`config.mk`:
```
export PLATFORM = sky130hd
export DESIGN_NAME = fft_frame_rx_flat
export DESIGN_NICKNAME = d
export VERILOG_FILES = /design/src/rtl/fft_pkg.sv /design/src/rtl/fft_frame_rx_if.sv /design/src/rtl/fft_strobe_sync.sv /design/src/rtl/fft_frame_rx.sv /design/src/flat_wrapper.sv
export SDC_FILE = /design/constraint.sdc
export NUM_CORES = 1
export LEC_CHECK = 0
export CORE_UTILIZATION = 38
export DETAILED_ROUTE_END_ITERATION = 16
export PLACE_DENSITY = 0.66
export SKIP_LAST_GASP = 1
export SYNTH_ARGS = -nofsm -noshare
export SYNTH_HDL_FRONTEND = slang
export SYNTH_HIERARCHICAL = 1
export SYNTH_SLANG_ARGS = --single-unit
```
`constraint.sdc`:
```
create_clock -name fastclk -period 5.6 [get_ports fastclk]
set_input_delay 1.12 -clock fastclk [delete_from_list [all_inputs] [get_ports fastclk]]
set_output_delay 1.12 -clock fastclk [all_outputs]
set_load 0.05 [all_outputs]
```
`src/rtl/fft_pkg.sv`:
```
// Shared constants and FSM encoding for the FFT frame receiver and its helpers.
package fft_pkg;
  localparam int W_DEF = 8;
  localparam int NBINS = 8;
  localparam int BIN_W = 3;

  localparam logic [BIN_W-1:0] BIN_DC   = 3'd0;
  localparam logic [BIN_W-1:0] BIN_NYQ  = 3'd4;
  localparam logic [BIN_W-1:0] BIN_LAST = 3'd7;

  typedef enum logic {
    WAIT_EDGE = 1'b0,
    COMMIT    = 1'b1
  } rx_state_e;
endpackage

```
`src/rtl/fft_frame_rx_if.sv`:
```
// Bin stream in, committed frame out. Inputs are sampled on fastclk; frame_valid is a
// one-cycle pulse and the bin outputs hold their value until the next frame_valid.
interface fft_frame_rx_if #(parameter int W = fft_pkg::W_DEF) ();
  logic                  sample_clk;
  logic                  resync;
  logic [W-1:0]          in_re;
  logic [W-1:0]          in_im;
  logic [W-1:0]          y0, y4;
  logic [W-1:0]          yr1, yi1, yr2, yi2, yr3, yi3;
  logic [W-1:0]          yr5, yi5, yr6, yi6, yr7, yi7;
  logic                  frame_valid;
  logic [7:0]            frame_cnt;
  logic                  align_err;
  fft_pkg::rx_state_e    dbg_state;
  logic [fft_pkg::BIN_W-1:0] dbg_bin_idx;

  modport master (
    output sample_clk, resync, in_re, in_im,
    input  y0, y4, yr1, yi1, yr2, yi2, yr3, yi3, yr5, yi5, yr6, yi6, yr7, yi7,
    input  frame_valid, frame_cnt, align_err, dbg_state, dbg_bin_idx
  );

  modport slave (
    input  sample_clk, resync, in_re, in_im,
    output y0, y4, yr1, yi1, yr2, yi2, yr3, yi3, yr5, yi5, yr6, yi6, yr7, yi7,
    output frame_valid, frame_cnt, align_err, dbg_state, dbg_bin_idx
  );
endinterface

```
`src/rtl/fft_strobe_sync.sv`:
```
// Two-flop synchronizer for a slow asynchronous strobe plus a rising-edge detector.
module fft_strobe_sync (
  input  logic clk,
  input  logic rst_n,
  input  logic strobe_in,
  output logic rise
);
  // sync_q[0]=s1, sync_q[1]=s2, sync_q[2]=s3
  logic [2:0] sync_q, sync_d;

  always_comb begin
    sync_d = {sync_q[1:0], strobe_in};
  end

  always_ff @(posedge clk or negedge rst_n) begin
    if (!rst_n) sync_q <= '0;
    else        sync_q <= sync_d;
  end

  assign rise = sync_q[1] & ~sync_q[2];
endmodule

```
`src/rtl/fft_frame_rx.sv`:
```
// Reassembles 8 serialized FFT bins into parallel outputs, committed atomically per frame.
// Optional alignment checker enabled by defining FFT_RX_ALIGN_CHECK_EN.
module fft_frame_rx
  import fft_pkg::*;
#(
  parameter int W = W_DEF
) (
  input  logic           fastclk,
  input  logic           rst_n,
  fft_frame_rx_if.slave  rx
);
  logic strobe_rise;

  fft_strobe_sync u_sync (
    .clk       (fastclk),
    .rst_n     (rst_n),
    .strobe_in (rx.sample_clk),
    .rise      (strobe_rise)
  );

  rx_state_e        state_q, state_d;
  logic [BIN_W-1:0] bin_idx_q, bin_idx_d;
  logic [2*W-1:0]   shadow_q [NBINS];
  logic [2*W-1:0]   shadow_d [NBINS];
  logic [W-1:0]     out_re_q [NBINS];
  logic [W-1:0]     out_re_d [NBINS];
  logic [W-1:0]     out_im_q [NBINS];
  logic [W-1:0]     out_im_d [NBINS];
  logic             frame_valid_q, frame_valid_d;
  logic [7:0]       frame_cnt_q, frame_cnt_d;

  always_comb begin
    state_d       = state_q;
    bin_idx_d     = bin_idx_q;
    shadow_d      = shadow_q;
    out_re_d      = out_re_q;
    out_im_d      = out_im_q;
    frame_valid_d = 1'b0;
    frame_cnt_d   = frame_cnt_q;
    unique case (state_q)
      WAIT_EDGE: begin
        // resync beats a coincident strobe: the sample is dropped, not stored as bin 0
        if (rx.resync) begin
          bin_idx_d = '0;
        end else if (strobe_rise) begin
          shadow_d[bin_idx_q] = {rx.in_re, rx.in_im};
          if (bin_idx_q == BIN_LAST) state_d = COMMIT;
          else                       bin_idx_d = bin_idx_q + 3'd1;
        end
      end
      COMMIT: begin
        for (int k = 0; k < NBINS; k++) begin
          out_re_d[k] = shadow_q[k][2*W-1:W];
          out_im_d[k] = shadow_q[k][W-1:0];
        end
        frame_valid_d = 1'b1;
        frame_cnt_d   = frame_cnt_q + 8'd1;
        bin_idx_d     = '0;
        state_d       = WAIT_EDGE;
      end
      default: state_d = WAIT_EDGE;
    endcase
  end

  always_ff @(posedge fastclk or negedge rst_n) begin
    if (!rst_n) begin
      state_q       <= WAIT_EDGE;
      bin_idx_q     <= '0;
      frame_valid_q <= 1'b0;
      frame_cnt_q   <= '0;
      for (int k = 0; k < NBINS; k++) begin
        shadow_q[k] <= '0;
        out_re_q[k] <= '0;
        out_im_q[k] <= '0;
      end
    end else begin
      state_q       <= state_d;
      bin_idx_q     <= bin_idx_d;
      frame_valid_q <= frame_valid_d;
      frame_cnt_q   <= frame_cnt_d;
      shadow_q      <= shadow_d;
      out_re_q      <= out_re_d;
      out_im_q      <= out_im_d;
    end
  end

`ifdef FFT_RX_ALIGN_CHECK_EN
  // A nonzero imaginary part on a real-only bin means the stream is off by some bins
  logic align_err_q, align_err_d;

  always_comb begin
    align_err_d = align_err_q;
    if (state_q == WAIT_EDGE && strobe_rise &&
        (bin_idx_q == BIN_DC || bin_idx_q == BIN_NYQ) && rx.in_im != '0)
      align_err_d = 1'b1;
    if (rx.resync) align_err_d = 1'b0;
  end

  always_ff @(posedge fastclk or negedge rst_n) begin
    if (!rst_n) align_err_q <= 1'b0;
    else        align_err_q <= align_err_d;
  end

  assign rx.align_err = align_err_q;
`else
  assign rx.align_err = 1'b0;
`endif

  assign rx.y0  = out_re_q[0];
  assign rx.yr1 = out_re_q[1];
  assign rx.yi1 = out_im_q[1];
  assign rx.yr2 = out_re_q[2];
  assign rx.yi2 = out_im_q[2];
  assign rx.yr3 = out_re_q[3];
  assign rx.yi3 = out_im_q[3];
  assign rx.y4  = out_re_q[4];
  assign rx.yr5 = out_re_q[5];
  assign rx.yi5 = out_im_q[5];
  assign rx.yr6 = out_re_q[6];
  assign rx.yi6 = out_im_q[6];
  assign rx.yr7 = out_re_q[7];
  assign rx.yi7 = out_im_q[7];

  assign rx.frame_valid = frame_valid_q;
  assign rx.frame_cnt   = frame_cnt_q;
  assign rx.dbg_state   = state_q;
  assign rx.dbg_bin_idx = bin_idx_q;
endmodule

```
`src/flat_wrapper.sv`:
```
// flat-port wrapper written by rule: the top's interface ports become plain ports
module fft_frame_rx_flat import fft_pkg::*;
#(
  parameter int W = W_DEF
)
  (fastclk, rst_n, rx_sample_clk, rx_resync, rx_in_re, rx_in_im, rx_y0, rx_y4, rx_yr1, rx_yi1, rx_yr2, rx_yi2, rx_yr3, rx_yi3, rx_yr5, rx_yi5, rx_yr6, rx_yi6, rx_yr7, rx_yi7, rx_frame_valid, rx_frame_cnt, rx_align_err, rx_dbg_state, rx_dbg_bin_idx);
  fft_frame_rx_if #(.W(W)) rx_i ();
  input  logic fastclk;
  input  logic rst_n;
  input wire logic [$bits(rx_i.sample_clk)-1:0] rx_sample_clk;
  input wire logic [$bits(rx_i.resync)-1:0] rx_resync;
  input wire logic [$bits(rx_i.in_re)-1:0] rx_in_re;
  input wire logic [$bits(rx_i.in_im)-1:0] rx_in_im;
  output wire logic [$bits(rx_i.y0)-1:0] rx_y0;
  output wire logic [$bits(rx_i.y4)-1:0] rx_y4;
  output wire logic [$bits(rx_i.yr1)-1:0] rx_yr1;
  output wire logic [$bits(rx_i.yi1)-1:0] rx_yi1;
  output wire logic [$bits(rx_i.yr2)-1:0] rx_yr2;
  output wire logic [$bits(rx_i.yi2)-1:0] rx_yi2;
  output wire logic [$bits(rx_i.yr3)-1:0] rx_yr3;
  output wire logic [$bits(rx_i.yi3)-1:0] rx_yi3;
  output wire logic [$bits(rx_i.yr5)-1:0] rx_yr5;
  output wire logic [$bits(rx_i.yi5)-1:0] rx_yi5;
  output wire logic [$bits(rx_i.yr6)-1:0] rx_yr6;
  output wire logic [$bits(rx_i.yi6)-1:0] rx_yi6;
  output wire logic [$bits(rx_i.yr7)-1:0] rx_yr7;
  output wire logic [$bits(rx_i.yi7)-1:0] rx_yi7;
  output wire logic [$bits(rx_i.frame_valid)-1:0] rx_frame_valid;
  output wire logic [$bits(rx_i.frame_cnt)-1:0] rx_frame_cnt;
  output wire logic [$bits(rx_i.align_err)-1:0] rx_align_err;
  output wire logic [$bits(rx_i.dbg_state)-1:0] rx_dbg_state;
  output wire logic [$bits(rx_i.dbg_bin_idx)-1:0] rx_dbg_bin_idx;
  assign rx_i.sample_clk = rx_sample_clk;
  assign rx_i.resync = rx_resync;
  assign rx_i.in_re = rx_in_re;
  assign rx_i.in_im = rx_in_im;
  assign rx_y0 = rx_i.y0;
  assign rx_y4 = rx_i.y4;
  assign rx_yr1 = rx_i.yr1;
  assign rx_yi1 = rx_i.yi1;
  assign rx_yr2 = rx_i.yr2;
  assign rx_yi2 = rx_i.yi2;
  assign rx_yr3 = rx_i.yr3;
  assign rx_yi3 = rx_i.yi3;
  assign rx_yr5 = rx_i.yr5;
  assign rx_yi5 = rx_i.yi5;
  assign rx_yr6 = rx_i.yr6;
  assign rx_yi6 = rx_i.yi6;
  assign rx_yr7 = rx_i.yr7;
  assign rx_yi7 = rx_i.yi7;
  assign rx_frame_valid = rx_i.frame_valid;
  assign rx_frame_cnt = rx_i.frame_cnt;
  assign rx_align_err = rx_i.align_err;
  assign rx_dbg_state = rx_i.dbg_state;
  assign rx_dbg_bin_idx = rx_i.dbg_bin_idx;
  fft_frame_rx #(.W(W)) u_core (.fastclk(fastclk), .rst_n(rst_n), .rx(rx_i));
endmodule
```
* Word level (Yosys, flattened, before mapping)
Cells that the tools add are included.
Cells by class: add/subtract/negate cells 2, magnitude comparators 2, equality and inequality tests 3, multiplexer cells 12, bitwise logic cells 5, reduce and logical (&&, ||, !) cells 3
Operator list (number):
- 128-bit bitwise mux | 1
- 16-bit demux with 3-bit select | 1
- 16-bit two-way mux | 1
- 3-bit two-way mux | 3
- 8-bit by 1-bit adder with 8-bit output, second input constant | 1
- 3-bit case mux with 2 select lines | 1
- 4-bit greater-or-equal comparator, second input constant | 1
- 4-bit by 1-bit < comparator with 1-bit output, second input constant | 1
- 1-bit two-way mux | 4
- 3-bit NOT with 4-bit output | 1
- 3-bit by 1-bit adder with 3-bit output, second input constant | 1
- 3-bit equality test, second input constant | 1
- 3-bit by 2-bit != test with 1-bit output, second input constant | 1
- 3-bit != test, second input constant | 1
- 1-bit NOT | 3
- 3-bit AND reduction | 1
- 1-bit case mux with 2 select lines | 1
- 2-bit AND reduction | 1
- 1-bit AND | 1
- 1-bit logical AND | 1
Word-level totals: flip-flop bits (word level) 256, output and inout port bits 126, word-level logic and storage cells 54

* Longest topological paths before layout
depth in word-level cells 6, gate-level depth with buffers 6

* Modules after synthesis
Netlist, hierarchy kept.
By module, submodules not included:
- fft_frame_rx | instances 1, cells an instance 530, area an instance 8961.1 sq um, seq. area each 5930.7 sq um
- fft_strobe_sync | instances 1, cells an instance 4, area an instance 88.8 sq um, seq. area each 75.1 sq um

* Worst setup path before layout
OpenSTA, ideal clock, no wires.
kind input to register, start in rx_resync, end reg u_core/shadow_q[86] in the netlist's numbering, arrival time 2.526 ns, required time 5.475 ns, setup slack 2.949 ns, cell stages on the path 5, buffers on the path 2, path through or3_1 > buf_2 > nor3_2 > buf_4 > mux2_2
On the way: longest elaborated chain between the ends 2
Ends and longest elaborated chain:
- start: declaration | line flat_wrapper.sv:11 | input wire logic [$bits(rx_i.resync)-1:0] rx_resync;
- 1-bit NOT (no line)
- 3-bit AND reduction (no line)
- end signal: assignment | line fft_frame_rx.sv:81 | shadow_q <= shadow_d;
- end: declaration | line fft_frame_rx.sv:23 | logic [2*W-1:0] shadow_q [NBINS];
Every way passes these cells. A chain may end at the register's enable or synchronous reset.

* Final worst setup path
start reg u_core.state_q (netlist: u_core/rx.dbg_state), end out rx_dbg_state
RTL lines:
- start: declaration | line fft_frame_rx.sv:21 | rx_state_e state_q, state_d;
- start signal: assignment | line fft_frame_rx.sv:77 | state_q <= state_d;
- end: declaration | line flat_wrapper.sv:31 | output wire logic [$bits(rx_i.dbg_state)-1:0] rx_dbg_state;
No word-level cell between the ends.

==> tab_implementation.tex <==
\begin{tabular}{lr}
\hline
Metric & Value \\
\hline
\multicolumn{2}{l}{\textbf{GRT}} \\
\quad Number of global-route vias before repair & 5379 \\
\quad Pin count of the biggest net entering global routing & 143 \\
\quad GRT Util Overall & 16.39\% \\
\quad Overflow left after global routing & 0 \\
\quad Global-route wire length before repair & 30.83 mm \\
\quad Initial antenna violation count & 0 \\
\multicolumn{2}{l}{\textbf{Route}} \\
\quad Detailed Route Iter0 Violations & 168 \\
\quad Via count of the routed design & 4980 \\
\quad Highest routing layer actually used & met4 \\
\quad Detail-routed via count per cell & 4.897 \\
\quad Routed length on met3 & 1.341 mm \\
\quad Post-detailed-route wirelength per cell & 19.14 um \\
\quad Met2 wire length & 9.115 mm \\
\quad Total wire length after detailed routing & 19.47 mm \\
\quad Pre-Repair DR Iteration Count & 4 \\
\quad DRC violation count after routing & 0 \\
\quad ANT nets after route & 0 \\
\quad M1 wire length & 8.655 mm \\
\multicolumn{2}{l}{\textbf{Place}} \\
\quad DP Wirelength & 12.50 mm \\
\quad Global placement routability congestion & 0.7832 \\
\quad PortBufs & 144 \\
\quad Worst setup slack after placement & 1.915 ns \\
\multicolumn{2}{l}{\textbf{Clock tree}} \\
\quad Number of sinks driven by the clock tree & 240 \\
\quad Clock buffer count from CTS & 25 \\
\quad Clock Latency Late Sink & 0.51 ns \\
\quad Clock Root Buffer & sky130\_fd\_sc\_hd\_\_clkbuf\_16 \\
\quad H-tree Lvls & 1 \\
\quad Buffers inserted by post-CTS timing repair & 0 \\
\quad CTS hold repair buffers & 0 \\
\quad Clock transition at path regs & 0.06 ns \\
\quad Maximum clock path buffer count & 3 \\
\quad \# resized after CTS & 0 \\
\quad TritonCTS clock tree & done \\
\multicolumn{2}{l}{\textbf{Hold path}} \\
\quad Min-delay worst type & reg -> reg \\
\quad Worst hold stages & 0 \\
\quad Startpoint of the worst hold path & u\_core/u\_sync/sync\_q[0] \\
\quad Destination of the worst hold path & u\_core/u\_sync/sync\_q[1] \\
\multicolumn{2}{l}{\textbf{Die}} \\
\quad Initial Utilization & 38.67\% \\
\quad Area enclosed by the die boundary & 0.02444 mm2 \\
\quad Number of ports placed on the die boundary & 146 \\
\quad Die Wd & 156.3 um \\
\quad Num rows & 56 \\
\quad Core area & 0.02340 mm2 \\
\quad Die Ht & 156.3 um \\
\multicolumn{2}{l}{\textbf{Logic synthesis}} \\
\quad Post-synth top area share & 66.36\% \\
\quad Mean instance size in the synthesized netlist & 16.95 um2 \\
\quad Library cell occupying the most area in the post-synthesis netlist & sky130\_fd\_sc\_hd\_\_dfrtp\_1 \\
\quad Count of different cell masters after synthesis & 27 \\
\quad Yosys warning count & 6 \\
\quad Cell area after technology mapping & 0.009050 mm2 \\
\quad Mapped Nets & 557 \\
\quad Number of register bits inferred by synthesis & 240 \\
\quad Seq/Total Area, Yosys & 66.36\% \\
\quad Dominant cells by area after synthesis & sky130\_fd\_sc\_hd\_\_dfrtp\_1 66\%, sky130\_fd\_sc\_hd\_\_mux2\_2 26\%, sky130\_fd\_sc\_hd\_\_mux2\_4 2.7\% \\
\quad Gate count after technology mapping & 534 \\
\multicolumn{2}{l}{\textbf{Final layout}} \\
\quad Area delta synth->final & 28.70\% \\
\quad Register with the highest flop count & u\_core/shadow\_q \\
\quad Antenna diodes & 0 \\
\quad Flip-flop count of the largest register after layout & 112 \\
\quad Share of post-route cells with drive strength above 1 & 39.54\% \\
\quad Net count of the finished layout & 705 \\
\multicolumn{2}{l}{\textbf{Power}} \\
\quad Pwr Density & 330.8 mW/mm2 \\
\quad Worst vdd ir & 0.1876 mV \\
\quad Cell leakage power & 5.480 nW \\
\multicolumn{2}{l}{\textbf{STA}} \\
\quad Worst Clk Skew & 0.009549 ns \\
\quad Slew at the pin closest to its max-slew limit & 1.177 ns \\
\quad TNS Setup & 0 ns \\
\quad Final period util & 63.52\% \\
\quad Worst slew slack as a fraction of its limit & 21.46\% \\
\quad Total count of max-transition violations in the final report & 0 \\
\quad Final number of hold-violating endpoints & 0 \\
\quad Fmax & 281.1 MHz \\
\quad Final setup slack of the worst path & 2.043 ns \\
\quad Number of setup violations in the final report & 0 \\
\quad Setup repair after global routing missed its margin & false \\
\quad Post-layout min period & 3.557 ns \\
\multicolumn{2}{l}{\textbf{Worst setup path}} \\
\quad Worst r2r path cells & 3 \\
\quad Launch point of the worst reg-to-reg path & u\_core/rx.dbg\_state \\
\quad Slowest-stage cell, CP & sky130\_fd\_sc\_hd\_\_dfrtp\_4 \\
\quad Cell type group with the largest total delay on the critical path & flip-flops \\
\quad Critical path data required time & 4.48 ns \\
\quad Startpoint of the most critical setup path & u\_core/rx.dbg\_state \\
\quad Worst reg2reg setup slack & 2.73 ns \\
\quad Category of the worst setup path capture point & output port \\
\quad Maximum cell stage delay along the critical path & 0.97 ns \\
\quad Highest net fanout along the worst path & 64 \\
\quad CP Cell Sequence & clkdlybuf4s50\_1 \\
\quad Buffers \& Inverters on Critical Path & 1 \\
\quad WS Path Type & reg -> out \\
\quad Critical Path AT & 2.44 ns \\
\quad Kind of start point of the critical path & flip-flop \\
\quad Worst R2R End & u\_core/shadow\_q[10] \\
\multicolumn{2}{l}{\textbf{Run}} \\
\quad Maximum capacitance violations & 0 \\
\multicolumn{2}{l}{\textbf{Status}} \\
\quad Outcome & completed \\
\hline
\end{tabular}
==> area by class of cell <==
class / instances / area, um2
Fill cell: 2004 / 11760
Clock buffer: 33 / 695.7
Clock inverter: 10 / 150.1
Tap cell: 319 / 399.1
Multi-Input combinational cell: 268 / 2924
Sequential cell: 240 / 6010
Timing Repair Buffer: 147 / 1469
==> layer usage <==
| layer | GRT usage (%) | vias up |
|---|---|---|
| li1 | - | 2183 |
| met1 | 22.32 | 2626 |
| met2 | 26.17 | 138 |
| met3 | 4.514 | 33 |
| met4 | 3.501 | 0 |
| met5 | 0 | - |
==> how the worst max path moves through the flow <==
stage,to,cells past startpoint
after global placement,u_core/shadow_q[42],4
after detailed placement,u_core/shadow_q[46],4
final,rx_dbg_state,1
after floorplan,u_core/shadow_q[86],5
after CTS,rx_dbg_state,1
after global routing,rx_dbg_state,1
==> power breakdown <==
| part | switching [mW] | internal [mW] |
|---|---|---|
| Clock | 0.645 | 1.05 |
| Sequential | 0.0591 | 1.83 |
| Combinational | 0.143 | 0.121 |
| Total | 0.848 | 3.01 |
==> cell usage after synthesis <==
cell                       count
sky130_fd_sc_hd__dfrtp_1     240
sky130_fd_sc_hd__mux2_2      209
sky130_fd_sc_hd__mux2_4       16
sky130_fd_sc_hd__clkbuf_1     14
sky130_fd_sc_hd__buf_2         6
sky130_fd_sc_hd__xnor2_1       5
sky130_fd_sc_hd__nand2_1       4
sky130_fd_sc_hd__nand4_1       4
sky130_fd_sc_hd__nor2_2        4
sky130_fd_sc_hd__nor3_1        4
sky130_fd_sc_hd__buf_4         3
sky130_fd_sc_hd__ha_1          3
sky130_fd_sc_hd__xor2_1        3
sky130_fd_sc_hd__buf_6         2
sky130_fd_sc_hd__mux2i_1       2
sky130_fd_sc_hd__nor2_1        2
sky130_fd_sc_hd__nor3_2        2
sky130_fd_sc_hd__or4b_1        2
sky130_fd_sc_hd__and3_1        1
sky130_fd_sc_hd__clkbuf_2      1
sky130_fd_sc_hd__conb_1        1
sky130_fd_sc_hd__nand3_1       1
sky130_fd_sc_hd__nand3b_1      1
sky130_fd_sc_hd__nor2b_1       1
sky130_fd_sc_hd__nor2b_4       1
sky130_fd_sc_hd__or3_1         1
sky130_fd_sc_hd__or3b_1        1
==> metrics by stage <==
step	cells	cell area [um2]	total power [mW]	util, %	hold slack [ns]
2_1_floorplan	534	9050	2.059	-	0.3312
3_3_place_gp	974	10800	2.177	46.16	0.3358
3_5_place_dp	974	10800	2.191	46.16	0.3396
4_1_cts	1017	11650	3.900	49.77	0.3527
5_1_grt	1017	11650	4.011	49.77	0.3601
6_report	1017	11650	3.853	49.77	0.3483
==> cells in the final DEF, fill, tap and decap left out <==
| cell type | n |
|---|---|
| sky130_fd_sc_hd__nand3_1 | 1 |
| sky130_fd_sc_hd__nand2_1 | 4 |
| sky130_fd_sc_hd__nor3_1 | 4 |
| sky130_fd_sc_hd__nor2b_1 | 1 |
| sky130_fd_sc_hd__clkbuf_1 | 4 |
| sky130_fd_sc_hd__or4b_1 | 2 |
| sky130_fd_sc_hd__clkbuf_16 | 25 |
| sky130_fd_sc_hd__mux2_2 | 209 |
| sky130_fd_sc_hd__and3_1 | 1 |
| sky130_fd_sc_hd__clkbuf_8 | 4 |
| sky130_fd_sc_hd__clkdlybuf4s50_1 | 143 |
| sky130_fd_sc_hd__nand4_1 | 4 |
| sky130_fd_sc_hd__or3b_1 | 1 |
| sky130_fd_sc_hd__conb_1 | 1 |
| sky130_fd_sc_hd__nor2b_4 | 1 |
| sky130_fd_sc_hd__xnor2_1 | 5 |
| sky130_fd_sc_hd__buf_4 | 3 |
| sky130_fd_sc_hd__nand3b_1 | 1 |
| sky130_fd_sc_hd__nor3_4 | 2 |
| sky130_fd_sc_hd__buf_8 | 1 |
| sky130_fd_sc_hd__clkinv_2 | 6 |
| sky130_fd_sc_hd__nor2_2 | 4 |
| sky130_fd_sc_hd__ha_1 | 3 |
| sky130_fd_sc_hd__dfrtp_4 | 1 |
| sky130_fd_sc_hd__or3_1 | 1 |
| sky130_fd_sc_hd__mux2_4 | 16 |
| sky130_fd_sc_hd__bufinv_16 | 4 |
| sky130_fd_sc_hd__xor2_1 | 3 |
| sky130_fd_sc_hd__dfrtp_1 | 239 |
| sky130_fd_sc_hd__mux2i_1 | 2 |
| sky130_fd_sc_hd__nor2_1 | 2 |
==> logic make-up (layout without fill, tap and decap cells) <==
kind of cell,count (synthesis),in the layout,synth area share [%]
adder cells (fa/ha/maj),3,3,0.4148
buffers and inverters,26,190,1.465
flip-flops,240,240,66.36
AND/OR/NAND/NOR,29,29,2.060
other,1,1,0.04144
XOR/XNOR,8,8,0.7743
multiplexers,227,227,28.88
Note: power is estimated with default switching activity, not from simulation.
